--- src/rtl/clock_meter_pkg.sv ---
// Shared definitions for the clock ratio meter and the divider bench that
// reuses its default constants.
package clock_meter_pkg;

  // Default counter width, stall timeout and lock depth.
  localparam int unsigned DEFAULT_WIDTH      = 32;
  localparam int unsigned DEFAULT_TIMEOUT    = 1048576;
  localparam int unsigned DEFAULT_LOCK_COUNT = 4;

  // IDLE waits for the first rising edge of a new run.
  // MEASURE reports every complete slow period.
  typedef enum logic {
    ST_IDLE    = 1'b0,
    ST_MEASURE = 1'b1
  } meter_state_t;

endpackage

--- src/rtl/sync_edge_detect.sv ---
// Two-flop synchronizer for an asynchronous level, followed by a delay flop.
// It produces the synchronized level and a single-cycle rising-edge strobe.
module sync_edge_detect (
  input  logic i_clk,
  input  logic i_rst_n,
  input  logic i_async,
  output logic o_level,
  output logic o_rise
);

  logic r_s1;
  logic r_s2;
  logic r_s3;

  // r_s1/r_s2 resolve metastability; r_s3 holds the previous synchronized level.
  always_ff @(posedge i_clk or negedge i_rst_n) begin
    if (!i_rst_n) begin
      r_s1 <= 1'b0;
      r_s2 <= 1'b0;
      r_s3 <= 1'b0;
    end else begin
      r_s1 <= i_async;
      r_s2 <= r_s1;
      r_s3 <= r_s2;
    end
  end

  assign o_level = r_s2;
  assign o_rise  = r_s2 & ~r_s3;

endmodule

--- src/rtl/clock_ratio_meter.sv ---
// Measures a slow clock against clk_in. It reports the period and the high
// time in clk_in cycles. It flags lock after a run of identical periods, and
// it flags a stall when no slow rising edge has been seen for TIMEOUT cycles.
module clock_ratio_meter
  import clock_meter_pkg::*;
#(
  parameter int unsigned WIDTH      = DEFAULT_WIDTH,
  parameter int unsigned TIMEOUT    = DEFAULT_TIMEOUT,
  parameter int unsigned LOCK_COUNT = DEFAULT_LOCK_COUNT
) (
  input  logic             clk_in,
  input  logic             reset_n,
  input  logic             slow_in,
  output logic [WIDTH-1:0] period,
  output logic [WIDTH-1:0] high_count,
  output logic             meas_valid,
  output logic             locked,
  output logic             stalled
);

  localparam logic [WIDTH-1:0] C_ALL_ONES = {WIDTH{1'b1}};
  localparam logic [WIDTH-1:0] C_ONE      = WIDTH'(1);
  localparam logic [WIDTH-1:0] C_TIMEOUT  = WIDTH'(TIMEOUT);

  // The streak only needs to count up to LOCK_COUNT; it saturates there.
  localparam int unsigned      SW         = $clog2(LOCK_COUNT + 1);
  localparam logic [SW-1:0]    C_LOCK     = SW'(LOCK_COUNT);
  localparam logic [SW-1:0]    C_S_ONE    = SW'(1);

  logic             w_level;
  logic             w_rise;
  logic             w_match;
  logic [SW-1:0]    w_next_streak;

  logic [WIDTH-1:0] r_cnt;
  logic [WIDTH-1:0] r_hcnt;
  logic [WIDTH-1:0] r_period;
  logic [WIDTH-1:0] r_high_count;
  logic             r_meas_valid;
  logic             r_locked;
  logic             r_stalled;
  logic [SW-1:0]    r_streak;
  meter_state_t     r_state;

  sync_edge_detect u_sync (
    .i_clk   (clk_in),
    .i_rst_n (reset_n),
    .i_async (slow_in),
    .o_level (w_level),
    .o_rise  (w_rise)
  );

  // Period and high-time counters restart at 1 on each rising edge and saturate at all-ones.
  always_ff @(posedge clk_in or negedge reset_n) begin
    if (!reset_n) begin
      r_cnt  <= '0;
      r_hcnt <= '0;
    end else if (w_rise) begin
      r_cnt  <= C_ONE;
      r_hcnt <= C_ONE;
    end else begin
      if (r_cnt != C_ALL_ONES) begin
        r_cnt <= r_cnt + C_ONE;
      end
      if (w_level && (r_hcnt != C_ALL_ONES)) begin
        r_hcnt <= r_hcnt + C_ONE;
      end
    end
  end

  // Next streak value if this edge completes a measurement.
  // A zero streak means there is no earlier period to compare against.
  always_comb begin
    w_match       = 1'b0;
    w_next_streak = C_S_ONE;
    if ((r_streak != '0) && (r_cnt == r_period)) begin
      w_match = 1'b1;
    end
    if (w_match) begin
      w_next_streak = (r_streak == C_LOCK) ? r_streak : r_streak + C_S_ONE;
    end
  end

  // Measurement FSM with registered outputs.
  // An edge takes priority over a timeout that lands on the same cycle.
  always_ff @(posedge clk_in or negedge reset_n) begin
    if (!reset_n) begin
      r_state      <= ST_IDLE;
      r_period     <= '0;
      r_high_count <= '0;
      r_meas_valid <= 1'b0;
      r_locked     <= 1'b0;
      r_stalled    <= 1'b0;
      r_streak     <= '0;
    end else begin
      r_meas_valid <= 1'b0;
      case (r_state)
        ST_IDLE: begin
          if (w_rise) begin
            r_state   <= ST_MEASURE;
            r_stalled <= 1'b0;
          end
        end
        ST_MEASURE: begin
          if (w_rise) begin
            r_period     <= r_cnt;
            r_high_count <= r_hcnt;
            r_meas_valid <= 1'b1;
            r_streak     <= w_next_streak;
            r_locked     <= (w_next_streak >= C_LOCK);
          end else if (r_cnt == C_TIMEOUT) begin
            r_state   <= ST_IDLE;
            r_stalled <= 1'b1;
            r_locked  <= 1'b0;
            r_streak  <= '0;
          end
        end
      endcase
    end
  end

  assign period     = r_period;
  assign high_count = r_high_count;
  assign meas_valid = r_meas_valid;
  assign locked     = r_locked;
  assign stalled    = r_stalled;

endmodule

--- config.mk ---
export PLATFORM = sky130hd
export DESIGN_NAME = clock_ratio_meter
export DESIGN_NICKNAME = d
export VERILOG_FILES = /design/src/rtl/clock_meter_pkg.sv /design/src/rtl/sync_edge_detect.sv /design/src/rtl/clock_ratio_meter.sv
export SDC_FILE = /design/constraint.sdc
export NUM_CORES = 1
export LEC_CHECK = 0
export CELL_PAD_IN_SITES_DETAIL_PLACEMENT = 0
export CELL_PAD_IN_SITES_GLOBAL_PLACEMENT = 1
export CORE_ASPECT_RATIO = 0.5
export CORE_MARGIN = 4
export CORE_UTILIZATION = 44
export CTS_CLUSTER_DIAMETER = 60
export DETAILED_ROUTE_END_ITERATION = 16
export GPL_TIMING_DRIVEN = 0
export MAX_ROUTING_LAYER = met4
export PLACE_DENSITY_LB_ADDON = 0.1
export SLEW_MARGIN = 20
export SYNTH_ARGS = -nofsm -noshare
export SYNTH_HDL_FRONTEND = slang
export SYNTH_SLANG_ARGS = --single-unit
--- constraint.sdc ---
create_clock -name clk_in -period 6.4 [get_ports clk_in]
set_input_delay 1.6 -clock clk_in [delete_from_list [all_inputs] [get_ports clk_in]]
set_output_delay 1.6 -clock clk_in [all_outputs]
set_load 0.01 [all_outputs]
* After elaboration in Yosys (flattened, before gate mapping)
Index checks and enable logic that the tools add are counted.
Storage, ports and cells: register bits after elaboration 138, bits of input ports 3, output and inout bits 67, logic and storage cells 56
Operators by class: $add $sub $neg 3, $lt $le $gt $ge 1, equality and inequality tests 8, multiplexer cells 20, bitwise logic cells 3, reductions and logical operators 9
Operator list (number):
- $mux 32 | 4
- $add 32x1->32 const B | 2
- $ne 32x32->1 const B | 2
- $eq 32x21->1 const B | 1
- $eq 32x32->1 | 1
- $mux 3 | 4
- $mux 1 | 10
- $reduce_bool 2->1 | 3
- $ne 2x1->1 const B | 2
- $pmux 1 s2 | 2
- $reduce_and 2->1 | 2
- $add 3x1->3 const B | 1
- $eq 3x3->1 const B | 1
- $ge 3x3->1 const B | 1
- $reduce_and 3->1 | 1
- $reduce_bool 3->1 | 1
- $logic_and 1x1->1 | 2
- $ne 2x2->1 const B | 1
- $not 1->1 | 2
- $and 1x1->1 | 1

* Logic depth before layout (Yosys ltp)
Gate-level depths: netlist of the first run.
word-level depth 6, gate-level depth with buffers 10, depth with buffers taken out 7

* By module
A second synthesis of the first run with hierarchy kept.
Unflattened totals: cells, all modules 615, area, all modules 6671.4 sq um
Modules (own cells, without submodules):
- clock_ratio_meter | times used 1, cells an instance 611, area an instance 6582.6 sq um, sequential area each 3353.2 sq um
- sync_edge_detect | times used 1, cells an instance 4, area an instance 88.8 sq um, sequential area each 75.1 sq um

* Least setup slack after synthesis of the first run
No wires, ideal clock.
path kind register to register, start register u_sync.r_s3, end register r_high_count[0] (netlist: high_count[0]), library setup time 0.125 ns, data arrival time 2.659 ns, required time 6.275 ns, slack 3.616 ns, cell stages (with the launch flop) 11, path buffers 6, period minus slack after synthesis 2.784 ns, path through dfrtp_1 -> clkbuf_1 -> nand2b_1 -> clkbuf_1 -> inv_1 -> clkbuf_1 -> buf_1 -> ha_1 -> clkbuf_1 -> clkbuf_1 -> mux2_2
On the way: cells in the longest elaborated chain, start to end 3
RTL lines:
- start, declared | RTL line sync_edge_detect.sv:13 | logic r_s3;
- start signal, assigned | RTL line sync_edge_detect.sv:24 | r_s3 <= r_s2;
- $not 1->1 | RTL line sync_edge_detect.sv:29 | assign o_rise = r_s2 & ~r_s3;
- $and 1x1->1 | RTL line sync_edge_detect.sv:29
- $reduce_and 2->1 (no source line)
- end signal, assigned | RTL line clock_ratio_meter.sv:107 | r_high_count <= r_hcnt;
- end, declared | RTL line clock_ratio_meter.sv:38 | logic [WIDTH-1:0] r_high_count;
No other way between the ends. A chain may end at the register's enable or synchronous reset.

* Worst setup path after layout of the first run
start register u_sync.r_s3, end register r_period[13] (netlist: period[13])
On the way: cells in the longest elaborated chain, start to end 3
RTL lines:
- $not 1->1 | RTL line sync_edge_detect.sv:29
- $and 1x1->1 | RTL line sync_edge_detect.sv:29
- $reduce_and 2->1 (no source line)
- end signal, assigned | RTL line clock_ratio_meter.sv:106 | r_period <= r_cnt;
- end, declared | RTL line clock_ratio_meter.sv:37 | logic [WIDTH-1:0] r_period;
No other way between the ends.

==> results of run 1 <==
[stage by stage]
stage	setup TNS, ns	instance area (µm²)
5_1_grt	0	8220
3_5_place_dp	0	7590
4_1_cts	0	8220
2_1_floorplan	0	6620
6_report	0	8220
3_3_place_gp	-261.68	7560
[worst max-delay path by stage]
stage                     start        endpoint  slack, ns  cells after the start
floorplan           u_sync.r_s3   high_count[0]       3.62                     10
global placement        reset_n  high_count[21]      -1.92                      1
detailed placement  u_sync.r_s3      period[13]       2.16                     10
CTS                 u_sync.r_s3      period[13]       2.15                     10
global route        u_sync.r_s3      period[13]       1.95                     10
finish              u_sync.r_s3      period[13]       2.24                     10
[worst max-delay path, cell delays in order (launching register included)]
cell and delay, ns:
dfrtp_1 0.35, clkbuf_1 0.20, nand2b_1 0.19, clkbuf_1 0.25
inv_1 0.13, clkbuf_1 0.48, buf_1 0.47, ha_1 0.29
clkbuf_1 0.65, clkbuf_1 0.61, mux2_2 0.41
[layout make-up]
type                       count  share of cell area
sequential                   137               0.417
multi-input combinational    424               0.362
timing repair buffer          70              0.0879
clock buffer                  18              0.0534
tap                          198              0.0301
clock inverter                13              0.0236
buffer                        39              0.0199
inverter                      13             0.00593
[cells in the final DEF (no fill, tap or decap), types with 2 or more instances in the layout]
cell type        count
a211o_1              3
a21oi_1             17
a31oi_1              4
and2_1               2
and3_1              17
and4_1               8
buf_2               11
bufinv_16            4
clkbuf_1            24
clkbuf_16           17
clkbuf_2             3
clkdlybuf4s50_1     68
clkinv_4             3
clkinvlp_4           4
dfrtp_1            137
ha_1                 6
inv_1               13
inv_6                2
mux2_2              64
nand2_1             30
nand3_1             34
nand4_1             32
nand4b_1             3
nor2_1              58
nor2b_1              2
nor3_1              13
nor3b_1              2
nor4_1              12
nor4b_1              2
o21ai_0             16
or3_1               12
xnor2_1             24
xor2_1              50
[power by group through the flow]
stage	registers [mW]	clock network, mW	logic (mW)
floorplan	0.964	0	0.151
global placement	0.963	0	0.271
CTS	0.948	1.07	0.276
detailed placement	0.964	0	0.275
global route	0.955	1.11	0.297
finish	0.948	1.05	0.270
[sequential cells by signal, summed over array words and instances (netlist names)]
register / cells
u_sync.r_s3: 1
locked: 1
meas_valid: 1
r_streak: 2
stalled: 1
period: 32
high_count: 32
u_sync.o_level: 1
r_cnt: 32
u_sync.r_s1: 1
r_hcnt: 32
r_state: 1
[cell families (layout without fill, tap and decap cells)]
logic type / after synthesis / in the layout / share of synthesized area
AOI/OAI and AO/OA: 49 / 49 / 0.0465
xor gates and xnor gates: 74 / 74 / 0.0979
adders and majority gates: 6 / 6 / 0.0113
buffers and inverters: 52 / 153 / 0.0321
DFF: 137 / 137 / 0.518
muxes: 65 / 65 / 0.110
and+or+nand+nor: 230 / 230 / 0.184
[metal layers]
layer,wire length [µm],part of all wire,vias to the layer above
met4,131,0.0086,0
met1,7640,0.50,2473
met2,7060,0.46,85
li1,-,-,2340
met5,0,0,-
met3,427,0.028,14
==> out/summary.txt, run 1 <==
status = finished clean
slew margin rel. = 0.441
Post-Syn Area = 6620 µm²
Worst Hold Depth = 0
Cells after Synth = 613
worst reg-to-reg path cell count = 10
top_reg_cell synth = dfrtp_1
via/cell ratio = 5.39
Core Region = 14600 µm²
clock latency on the worst-skew pair = 0.41 ns
GPL Wtd Cong = 0.837
WS Path Type = reg -> reg
max-cap violations = 0
EDFF count, synth = 0
final core occ = 0.564
Tcrit/Tclk final = 0.650
Hold Slack = 0.382 ns
share of cells above drive strength 1 = 0.161
Cells after DPL = 881
sw frac = 0.253
DR pass1 iterations = 4
initial core utilization = 0.454
clock-pin slew on the worst setup and hold paths = 0.06 ns
Crit Path Max Fanout = 10
Period minus WS final = 4.16 ns
clock tree from TritonCTS = yes
multi-input gate area in the final layout = 2980 µm²
top-area cell type share of the netlist area = 0.518
FILL cells = 1324
clk buf depth = 2
largest net degree at the start of global routing = 98
Worst R2R Start = u_sync.r_s3
Seq/Total Area, Yosys = 0.518
synth-to-layout area growth = 24.2%
Port Buffers = 69
register area = 3430 µm²
WP data required = 6.69 ns
power per cell area = 276 nW/µm²
Fin. Hold Viols = 0
first-pass GRT wire length = 25.7 mm
reg-to-reg setup timing slack = 2.24 ns
RR Endpoint = period[13]
met1 Use GR = 0.266
DR iter-0 viols = 304
Ports = 70
cell with the most instances after synthesis = dfrtp_1
clock power share = 0.463
via count = 4912
Total GRT Usage = 0.192
final net count = 711
Final Max Tran Viols = 0
critical path capture point type = flip-flop
Yosys top cell by area = dfrtp_1
total power draw = 2.27 mW
CTS sink count = 137
count of unique library cells instantiated by Yosys = 41
worst setup margin = 2.24 ns
ranking of synthesized cells by area = dfrtp_1, mux2_2, xor2_1
fraction of registers with async set/reset = 1.00
Die Y = 94.7 µm
post-CTS setup buffer count = 0
Worst EP arrival = 4.45 ns
Num CTS Buffers = 17
Max VDD drop = 0.147 mV
antenna violations before repair = 0
fmax = 240 MHz
H-tree depth = 4
GRT Max-Usage Layer = met2
Seq pwr share = 0.418
commonest cells in the netlist = dfrtp_1, mux2_2, nor2_1, xor2_1, nand3_1
worst hold path type = reg -> reg
Avg Inst Size Synth = 10.8 µm²
DR WL/cell = 16.7 µm
total routed wirelength = 15.3 mm
row count = 31
unrepaired setup endpoints after global routing = no
n_diodes = 0
leak pwr = 3.78 nW
final setup violation count = 0
hold_sp = u_sync.r_s1
clock skew = 0.0153 ns
cts repair resizes = 0
die area = 17200 µm²
flops & latches, synth = 137
Worst-Margin Slew = 0.839 ns
Logic pwr share = 0.119
internal power = 1.69 mW
met2 GRT Util = 0.290
hold buffer count at CTS = 0
worst hold endpoint = u_sync.o_level
# DRC = 0
warnings from Yosys = 0
number of global-route vias before repair = 4925
CP startpoint kind = flip-flop
syn nets = 622
pre-CTS WS = 2.16 ns
Post-DRT Antenna Nets = 0
DP HPWL = 10.5 mm
GR Util met3 = 0.0339
P_sw = 0.573 mW
Post-Layout Cell Count = 912
Remaining Overflow, GRT = 0
Die X-Extent = 181 µm
root buf cell = clkbuf_16
Note: power is estimated with default switching activity, not from simulation.
==> inputs of run 2 (changes only) <==
Clock period 6.4 ns to 4.1 ns, I/O delays scaled along.
==> run 2 against run 1 <==
Against the previous run:
- sequential share of layout area about the same
- critical path depth decreased by 1
- clock power increased by 56%
- hold slack about the same
- total power increased by 56%
- highest routed layer unchanged
- largest power group unchanged
- die area unchanged
- register-to-register slack got worse by 1.9 ns
==> out/summary.txt, run 2 (synthesis gave the netlist of run 1 again) <==
CP startpoint kind = flip-flop
post-CTS setup buffer count = 0
synth-to-layout area growth = 24.2%
GPL Wtd Cong = 0.837
Final Max Tran Viols = 0
Finished Cell Area = 8220 µm²
DR pass1 iterations = 4
critical path capture point type = flip-flop
final net count = 710
Post-DRT Antenna Nets = 0
root buf cell = clkbuf_16
largest net degree at the start of global routing = 98
clock tree from TritonCTS = yes
H-tree depth = 4
power per cell area = 431 nW/µm²
Num CTS Buffers = 17
WS Path Type = reg -> reg
unrepaired setup endpoints after global routing = no
buffers and inverters on the worst path = 6
Critical-path top delay cell = clkbuf_1
Period minus WS final = 3.76 ns
Crit Path Max Fanout = 11
GRT Max-Usage Layer = met2
Seq pwr share = 0.418
critical path, cell by cell = clkbuf_1, nand2b_1, clkbuf_1, inv_1, clkbuf_1, buf_1, ha_2, clkbuf_1, mux2_2
final setup violation count = 0
most frequent CP cell = clkbuf_1
Max VDD drop = 0.231 mV
Port Buffers = 69
commonest non-fill, non-tap cell in the layout = dfrtp_1
worst hold path type = reg -> reg
met2 GRT Util = 0.292
internal power = 2.65 mW
pre-CTS WS = -0.137 ns
number of global-route vias before repair = 4901
Core Region = 14600 µm²
total routed wirelength = 15.2 mm
launch point of the worst path = u_sync.r_s3
n_diodes = 0
hold buffer count at CTS = 0
CTS sink count = 137
Worst R2R Start = u_sync.r_s3
cell class contributing the biggest share of worst-path delay = buffers and inverters
Fin. Hold Viols = 0
status = finished clean
DR WL/cell = 16.7 µm
Worst-Margin Slew = 0.706 ns
most frequent cells in the layout = dfrtp_1, clkdlybuf4s50_1, mux2_2
Logic pwr share = 0.119
WP data required = 4.39 ns
clock latency on the worst-skew pair = 0.42 ns
Tcrit/Tclk final = 0.917
clk buf depth = 2
clock power share = 0.463
row count = 31
die area = 17200 µm²
via/cell ratio = 5.36
Worst EP arrival = 4.05 ns
fmax = 266 MHz
hold_sp = u_sync.r_s1
slew margin rel. = 0.529
initial core utilization = 0.454
FILL cells = 1323
via count = 4882
Total GRT Usage = 0.191
Die X-Extent = 181 µm
GR Util met3 = 0.0339
DP HPWL = 10.5 mm
leak pwr = 3.78 nW
share of cells above drive strength 1 = 0.163
Ports = 70
Die Y = 94.7 µm
met1 Use GR = 0.266
# DRC = 0
placed cell area = 7590 µm²
P_sw = 0.895 mW
first-pass GRT wire length = 25.6 mm
antenna violations before repair = 0
slowest cell delay on critical path = 0.59 ns
clock skew = 0.0152 ns
worst setup margin = 0.340 ns
sw frac = 0.253
max-cap violations = 0
DR iter-0 viols = 257
Remaining Overflow, GRT = 0
clock-pin slew on the worst setup and hold paths = 0.06 ns
[run 2: routing by layer]
metal  vias up  wire [µm]  share of wire
met2        80       7020           0.46
met3        14        440          0.029
met5         -          0              0
met1      2449       7620           0.50
met4         0        153          0.010
li1       2339          -              -
[run 2: power groups by stage]
stage | clock [mW] | sequential (mW) | combinational, mW
after floorplan | 0 | 1.51 | 0.235
after global placement | 0 | 1.50 | 0.424
after detailed placement | 0 | 1.50 | 0.429
after CTS | 1.67 | 1.48 | 0.430
after global routing | 1.73 | 1.49 | 0.464
final | 1.64 | 1.48 | 0.421
[run 2: layout make-up]
cell class / instances / area (µm²) / area share
plain buffers: 38 / 160 / 0.0195
clock buffers: 18 / 439 / 0.0534
clock inverters: 13 / 194 / 0.0236
inverters: 13 / 48.8 / 0.00594
multi-input cells: 424 / 2980 / 0.363
flip-flops and latches: 137 / 3430 / 0.417
well taps: 198 / 248 / 0.0301
repair buffers: 70 / 723 / 0.0880
[run 2: final timing paths]
kind / endpoint / slack [ns] / cells after the start
max: period[13] / 0.34 / 9
min: u_sync.o_level / 0.38 / 0
max reg2reg: period[13] / 0.34 / 9
min reg2reg: u_sync.o_level / 0.38 / 0
max in group asynchronous: period[31] / 2.84 / 2
min in group asynchronous: period[12] / 0.49 / 1
[run 2: what timing repair did]
item | 4_1_cts | 5_1_grt
gates resized for setup | 0 | 1
hold endpoints to repair | 0 | 0
setup endpoints to repair | 40 | 52
[run 2: per-stage QoR]
step / power [mW] / TNS (ns) / hold slack [ns] / util / instances
detailed placement: 1.93 / -2.65 / 0.368 / 0.520 / 881
global route: 3.68 / 0 / 0.381 / 0.564 / 911
finish: 3.54 / 0 / 0.382 / 0.564 / 911
floorplan: 1.74 / 0 / 0.331 / - / 613
global placement: 1.93 / -505.10 / 0.344 / 0.518 / 880
CTS: 3.58 / 0 / 0.382 / 0.564 / 911
